<file path="src/rtl/seq_mul_div_if.sv">
// Start/done handshake bundle for the sequential multiply/divide unit.
// The master drives the operands and start; the slave returns status and results.
interface seq_mul_div_if #(
  parameter int unsigned N = 8
) ();
  logic         start;
  logic         op_div;
  logic         is_signed;
  logic [N-1:0] a;
  logic [N-1:0] b;
  logic         busy;
  logic         done;
  logic [N-1:0] res_lo;
  logic [N-1:0] res_hi;
  logic         div_by_zero;

  modport master (
    output start, op_div, is_signed, a, b,
    input  busy, done, res_lo, res_hi, div_by_zero
  );

  modport slave (
    input  start, op_div, is_signed, a, b,
    output busy, done, res_lo, res_hi, div_by_zero
  );
endinterface

</file>
<file path="src/rtl/seq_mul_div.sv">
// Multi-cycle shift-add multiplier / restoring divider over one shared N-bit datapath.
// Operands are taken as magnitudes; the sign fix-up happens in the single FIX cycle.
module seq_mul_div #(
  parameter int unsigned N = 8
) (
  input logic         clk,
  input logic         rst,
  seq_mul_div_if.slave bus
);

  localparam int unsigned CW = $clog2(N + 1);

  typedef enum logic [1:0] {StIdle, StCalc, StFix} state_e;

  state_e         state_q;
  logic           op_div_q, neg_res_q, neg_rem_q, dbz_q;
  logic [N:0]     acc_q;
  logic [N-1:0]   lo_q;
  logic [N-1:0]   opb_q;
  logic [CW-1:0]  cnt_q;
  logic           busy_q, done_q, dbz_out_q;
  logic [N-1:0]   res_lo_q, res_hi_q;

  logic [N:0]     acc_d;
  logic [N-1:0]   lo_d;
  logic [N-1:0]   abs_a, abs_b, addend;
  logic [N:0]     mul_sum, rem_sh, trial;
  logic [2*N-1:0] prod, prod_fix;
  logic [N-1:0]   quot_fix, rem_fix;

  always_comb begin
    abs_a   = (bus.is_signed && bus.a[N-1]) ? -bus.a : bus.a;
    abs_b   = (bus.is_signed && bus.b[N-1]) ? -bus.b : bus.b;
    addend  = lo_q[0] ? opb_q : '0;
    mul_sum = acc_q + {1'b0, addend};
    // Remainder is always below the divisor, so N+1 bits keep the borrow in the MSB.
    rem_sh  = {acc_q[N-1:0], lo_q[N-1]};
    trial   = rem_sh - {1'b0, opb_q};
    if (op_div_q) begin
      if (!trial[N]) begin
        acc_d = trial;
        lo_d  = {lo_q[N-2:0], 1'b1};
      end else begin
        acc_d = rem_sh;
        lo_d  = {lo_q[N-2:0], 1'b0};
      end
    end else begin
      acc_d = {1'b0, mul_sum[N:1]};
      lo_d  = {mul_sum[0], lo_q[N-1:1]};
    end
    prod     = {acc_q[N-1:0], lo_q};
    prod_fix = neg_res_q ? -prod : prod;
    quot_fix = neg_res_q ? -lo_q : lo_q;
    rem_fix  = neg_rem_q ? -acc_q[N-1:0] : acc_q[N-1:0];
  end

  always_ff @(posedge clk) begin
    if (rst) begin
      state_q   <= StIdle;
      op_div_q  <= 1'b0;
      neg_res_q <= 1'b0;
      neg_rem_q <= 1'b0;
      dbz_q     <= 1'b0;
      acc_q     <= '0;
      lo_q      <= '0;
      opb_q     <= '0;
      cnt_q     <= '0;
      busy_q    <= 1'b0;
      done_q    <= 1'b0;
      dbz_out_q <= 1'b0;
      res_lo_q  <= '0;
      res_hi_q  <= '0;
    end else begin
      done_q <= 1'b0;
      unique case (state_q)
        StIdle: begin
          if (bus.start) begin
            op_div_q  <= bus.op_div;
            neg_res_q <= bus.is_signed & (bus.a[N-1] ^ bus.b[N-1]);
            neg_rem_q <= bus.is_signed & bus.a[N-1];
            busy_q    <= 1'b1;
            cnt_q     <= CW'(N);
            acc_q     <= '0;
            if (bus.op_div && (bus.b == '0)) begin
              // Keep the raw dividend for the divide-by-zero result.
              dbz_q   <= 1'b1;
              lo_q    <= bus.a;
              opb_q   <= '0;
              state_q <= StFix;
            end else begin
              dbz_q   <= 1'b0;
              state_q <= StCalc;
              if (bus.op_div) begin
                lo_q  <= abs_a;
                opb_q <= abs_b;
              end else begin
                lo_q  <= abs_b;
                opb_q <= abs_a;
              end
            end
          end
        end
        StCalc: begin
          acc_q <= acc_d;
          lo_q  <= lo_d;
          cnt_q <= cnt_q - CW'(1);
          if (cnt_q == CW'(1)) begin
            state_q <= StFix;
          end
        end
        StFix: begin
          if (dbz_q) begin
            res_lo_q  <= '1;
            res_hi_q  <= lo_q;
            dbz_out_q <= 1'b1;
          end else if (op_div_q) begin
            res_lo_q  <= quot_fix;
            res_hi_q  <= rem_fix;
            dbz_out_q <= 1'b0;
          end else begin
            res_lo_q  <= prod_fix[N-1:0];
            res_hi_q  <= prod_fix[2*N-1:N];
            dbz_out_q <= 1'b0;
          end
          busy_q  <= 1'b0;
          done_q  <= 1'b1;
          state_q <= StIdle;
        end
        default: state_q <= StIdle;
      endcase
    end
  end

  assign bus.busy        = busy_q;
  assign bus.done        = done_q;
  assign bus.res_lo      = res_lo_q;
  assign bus.res_hi      = res_hi_q;
  assign bus.div_by_zero = dbz_out_q;

endmodule

</file>
<file path="src/flat_wrapper.sv">
// flat-port wrapper written by rule: the top's interface ports become plain ports
module seq_mul_div_flat 
#(
  parameter int unsigned N = 8
)
  (clk, rst, bus_start, bus_op_div, bus_is_signed, bus_a, bus_b, bus_busy, bus_done, bus_res_lo, bus_res_hi, bus_div_by_zero);
  seq_mul_div_if #(.N(N)) bus_i ();
  input logic clk;
  input logic rst;
  input wire logic [$bits(bus_i.start)-1:0] bus_start;
  input wire logic [$bits(bus_i.op_div)-1:0] bus_op_div;
  input wire logic [$bits(bus_i.is_signed)-1:0] bus_is_signed;
  input wire logic [$bits(bus_i.a)-1:0] bus_a;
  input wire logic [$bits(bus_i.b)-1:0] bus_b;
  output wire logic [$bits(bus_i.busy)-1:0] bus_busy;
  output wire logic [$bits(bus_i.done)-1:0] bus_done;
  output wire logic [$bits(bus_i.res_lo)-1:0] bus_res_lo;
  output wire logic [$bits(bus_i.res_hi)-1:0] bus_res_hi;
  output wire logic [$bits(bus_i.div_by_zero)-1:0] bus_div_by_zero;
  assign bus_i.start = bus_start;
  assign bus_i.op_div = bus_op_div;
  assign bus_i.is_signed = bus_is_signed;
  assign bus_i.a = bus_a;
  assign bus_i.b = bus_b;
  assign bus_busy = bus_i.busy;
  assign bus_done = bus_i.done;
  assign bus_res_lo = bus_i.res_lo;
  assign bus_res_hi = bus_i.res_hi;
  assign bus_div_by_zero = bus_i.div_by_zero;
  seq_mul_div #(.N(N)) u_core (.clk(clk), .rst(rst), .bus(bus_i));
endmodule
</file>
<file path="config.mk">
export PLATFORM = sky130hd
export DESIGN_NAME = seq_mul_div_flat
export DESIGN_NICKNAME = d
export VERILOG_FILES = /design/src/rtl/seq_mul_div_if.sv /design/src/rtl/seq_mul_div.sv /design/src/flat_wrapper.sv
export SDC_FILE = /design/constraint.sdc
export NUM_CORES = 1
export LEC_CHECK = 0
export ABC_CLOCK_PERIOD_IN_PS = 9500
export CAP_MARGIN = 20
export CORE_ASPECT_RATIO = 1.4
export CORE_MARGIN = 10
export CORE_UTILIZATION = 40
export DETAILED_ROUTE_END_ITERATION = 6
export SLEW_MARGIN = 20
export SYNTH_ARGS = -nofsm -noshare
export SYNTH_HDL_FRONTEND = slang
export SYNTH_SLANG_ARGS = --single-unit
</file>
<file path="constraint.sdc">
create_clock -name clk -period 9.5 [get_ports clk]
set_clock_uncertainty 0.15 [all_clocks]
set_input_delay 0.95 -clock clk [delete_from_list [all_inputs] [get_ports clk]]
set_output_delay 0.95 -clock clk [all_outputs]
set_load 0.1 [all_outputs]
</file>
==> metrics.yaml <==
place_inst: 668
yosys_warnings: 0
whs_ns: 0.301
routabilityCongestion: 0.900
ant_nets: 0
vias: 3885
vdd_ir_drop_max_v: 0.0000743
yosysSeqAreaShare: 0.266
clock_sinks: 54
ys_ff_latch: 54
die_h_um: 139
antenna_found_initial: 0
cts_buffers: 5
final.fill_count: 1004
dieArea_um2: 14700
yosys-top-cells-count: "dfxtp_1 (54), nor2_1 (48), nand2_1 (45), a21oi_1 (35), inv_1 (29)"
rows: 43
nets: 587
grt_max_degree: 52
synth-edff-count: 0
clkLatencyLatePin_ns: 0.30
worstSetupPathType: "reg -> reg"
fp.coreArea_um2: 9950
ios: 40
antenna_cells: 0
htree_levels: 2
grt_pass1_wl_mm: 18.8
fin_cells: 676
drv_cap: 0
clk_path_buf_depth: 2
die_w_um: 105
rsz0062_at_grt: "no"
async_reset_ff_frac: 0
worst_path_max_delay_cell: "dfxtp_1"
syn_to_final_growth_pct: 14.8
cp-end-kind: "flop"
synthCells: 524
fmax_ghz: 0.296
syn_avg_cell_area_um2: 7.77
ctsResizeCount: 0
wl_per_cell_um: 16.8
hold_viol: 0
drive_above_1_share: 0.0425
pre_cts_slack_ns: 6.16
fin_crit_ns: 3.38
holdCritStartpoint: "u_core.bus.res_hi[1]"
synth_top_area_cell: "dfxtp_1"
cp.arrival_ns: 3.45
fin_ws_ns: 6.12
post_cts_buffers: 0
final-setup-viol-count: 0
tightest_slew_ns: 0.985
grt_pass1_vias: 3792
yosysUniqueCellTypes: 65
synth.top_cell.area_share: 0.266
crit_fanout: 18
startpoint: "u_core.lo_q[7]"
holdCritPathClass: "reg -> reg"
ys.flop_type: "dfxtp_1"
syn-cell-area_um2: 4070
drt_pass1_iterations: 4
p_per_area_nw_per_um2: 140
worst_path_most_repeated_cell: "ha_1"
cts_hold_buf: 0
cts_tree: "yes"
period_share: 0.356
cts_root_buf: "clkbuf_16"
cpPeakStageDelay_ns: 0.50
routed_wl_mm: 11.4
synthMostInstantiatedCell: "dfxtp_1"
vias_per_cell: 5.75
worst_ep_required_time_ns: 9.57
crit_chain: "inv_1 > ha_1 > fa_1 > nor2b_1 > o2111ai_1 > a21boi_0 > o21ai_0 > nand2b_1 > ha_1 > nor3b_1 > o32a_1 > a21oi_1 > o211ai_1"
startpoint_type: "flop"
dp_hpwl_mm: 8.99
port_buffers: 39
cts.reportedPaths.clkPinSlew_ns: 0.07
drc: 0
reg2reg_from: "u_core.lo_q[7]"
status: "complete, no violations"
initial_core_util: 0.409
setup_tns_ns: 0
leakage_nw: 1.77
slew_violations: 0
drtIter0Drc: 131
grt-ovfl-total: 0
grtUsageTotal: 0.151
synth.area.top_cells: "dfxtp_1 (27%), ha_1 (7.4%), nor2_1 (4.4%)"
max_slew_margin: 0.341
syn_nets: 571
==> layout by cell type (no fill, tap or decap), types with 15 or more instances in the layout <==
master / instances
inv_1: 29
clkdlybuf4s50_1: 38
nor3_1: 19
xnor2_1: 15
nor2_1: 48
nand2_1: 45
dfxtp_1: 54
o21ai_0: 27
ha_1: 24
a21oi_1: 35
==> power breakdown <==
group | internal [W] | switching, W
combinational | 0.0000696 | 0.000103
clock | 0.000133 | 0.0000865
sequential | 0.000239 | 0.0000215
total | 0.000441 | 0.000211
==> per-stage QoR <==
step / util / instance area (um2) / power [W]
final: 0.469 / 4670 / 0.000652
after global routing: 0.469 / 4670 / 0.000683
after CTS: 0.469 / 4670 / 0.000656
after detailed placement: 0.452 / 4490 / 0.000437
after global placement: 0.452 / 4490 / 0.000435
after floorplan: - / 4070 / 0.000391
==> critical path, delay by kind of cell, from the launching register on <==
family | cells | cell delay, ns
AO/OA/AOI/OAI | 6 | 0.89
adder cells (fa/ha/maj) | 3 | 1.10
buffers and inverters | 1 | 0.10
AND/OR/NAND/NOR | 3 | 0.57
flip-flops | 1 | 0.50
==> path summary, 6_finish.rpt <==
path                     endpoint  slack, ns  cells after the start
max               u_core.acc_q[5]       6.12                     13
min          u_core.bus.res_hi[1]       0.30                      2
max reg2reg       u_core.acc_q[5]       6.12                     13
min reg2reg  u_core.bus.res_hi[1]       0.30                      2
==> state kept, by name, summed over array words and instances (netlist names) <==
| signal | count |
|---|---|
| u_core.acc_q | 9 |
| u_core.bus.res_hi | 8 |
| u_core.bus.res_lo | 8 |
| u_core.lo_q | 8 |
| u_core.opb_q | 8 |
| u_core.cnt_q | 4 |
| u_core.state_q | 2 |
| u_core.bus.busy | 1 |
| u_core.bus.div_by_zero | 1 |
| u_core.bus.done | 1 |
| u_core.dbz_q | 1 |
| u_core.neg_rem_q | 1 |
| u_core.neg_res_q | 1 |
| u_core.op_div_q | 1 |
==> area by class of cell <==
class / instances / area [um2] / area share
Timing Repair Buffer: 41 / 400 / 0.0857
Inverter: 29 / 109 / 0.0233
Sequential cell: 54 / 1080 / 0.231
Multi-Input combinational cell: 409 / 2740 / 0.585
Clock buffer: 6 / 139 / 0.0297
Clock inverter: 2 / 38.8 / 0.00830
Tap cell: 135 / 169 / 0.0362
==> logic make-up after synthesis <==
kind of cell             Yosys count  share of synthesized area
AND/OR/NAND/NOR                  176                      0.218
multiplexers                      15                     0.0378
buffers and inverters             61                     0.0621
adder cells (fa/ha/maj)           26                     0.0836
AO/OA/AOI/OAI                    166                      0.276
XOR/XNOR                          26                     0.0560
flip-flops                        54                      0.266
==> metal layers <==
layer  wire length, um  GRT usage  up-vias
li1                  -          -     1952
met1              4960      0.176     1841
met2              5720      0.265       72
met3               331     0.0226       20
met4               356     0.0674        0
met5                 0          0        -
Power figures use the tool's default switching activity.
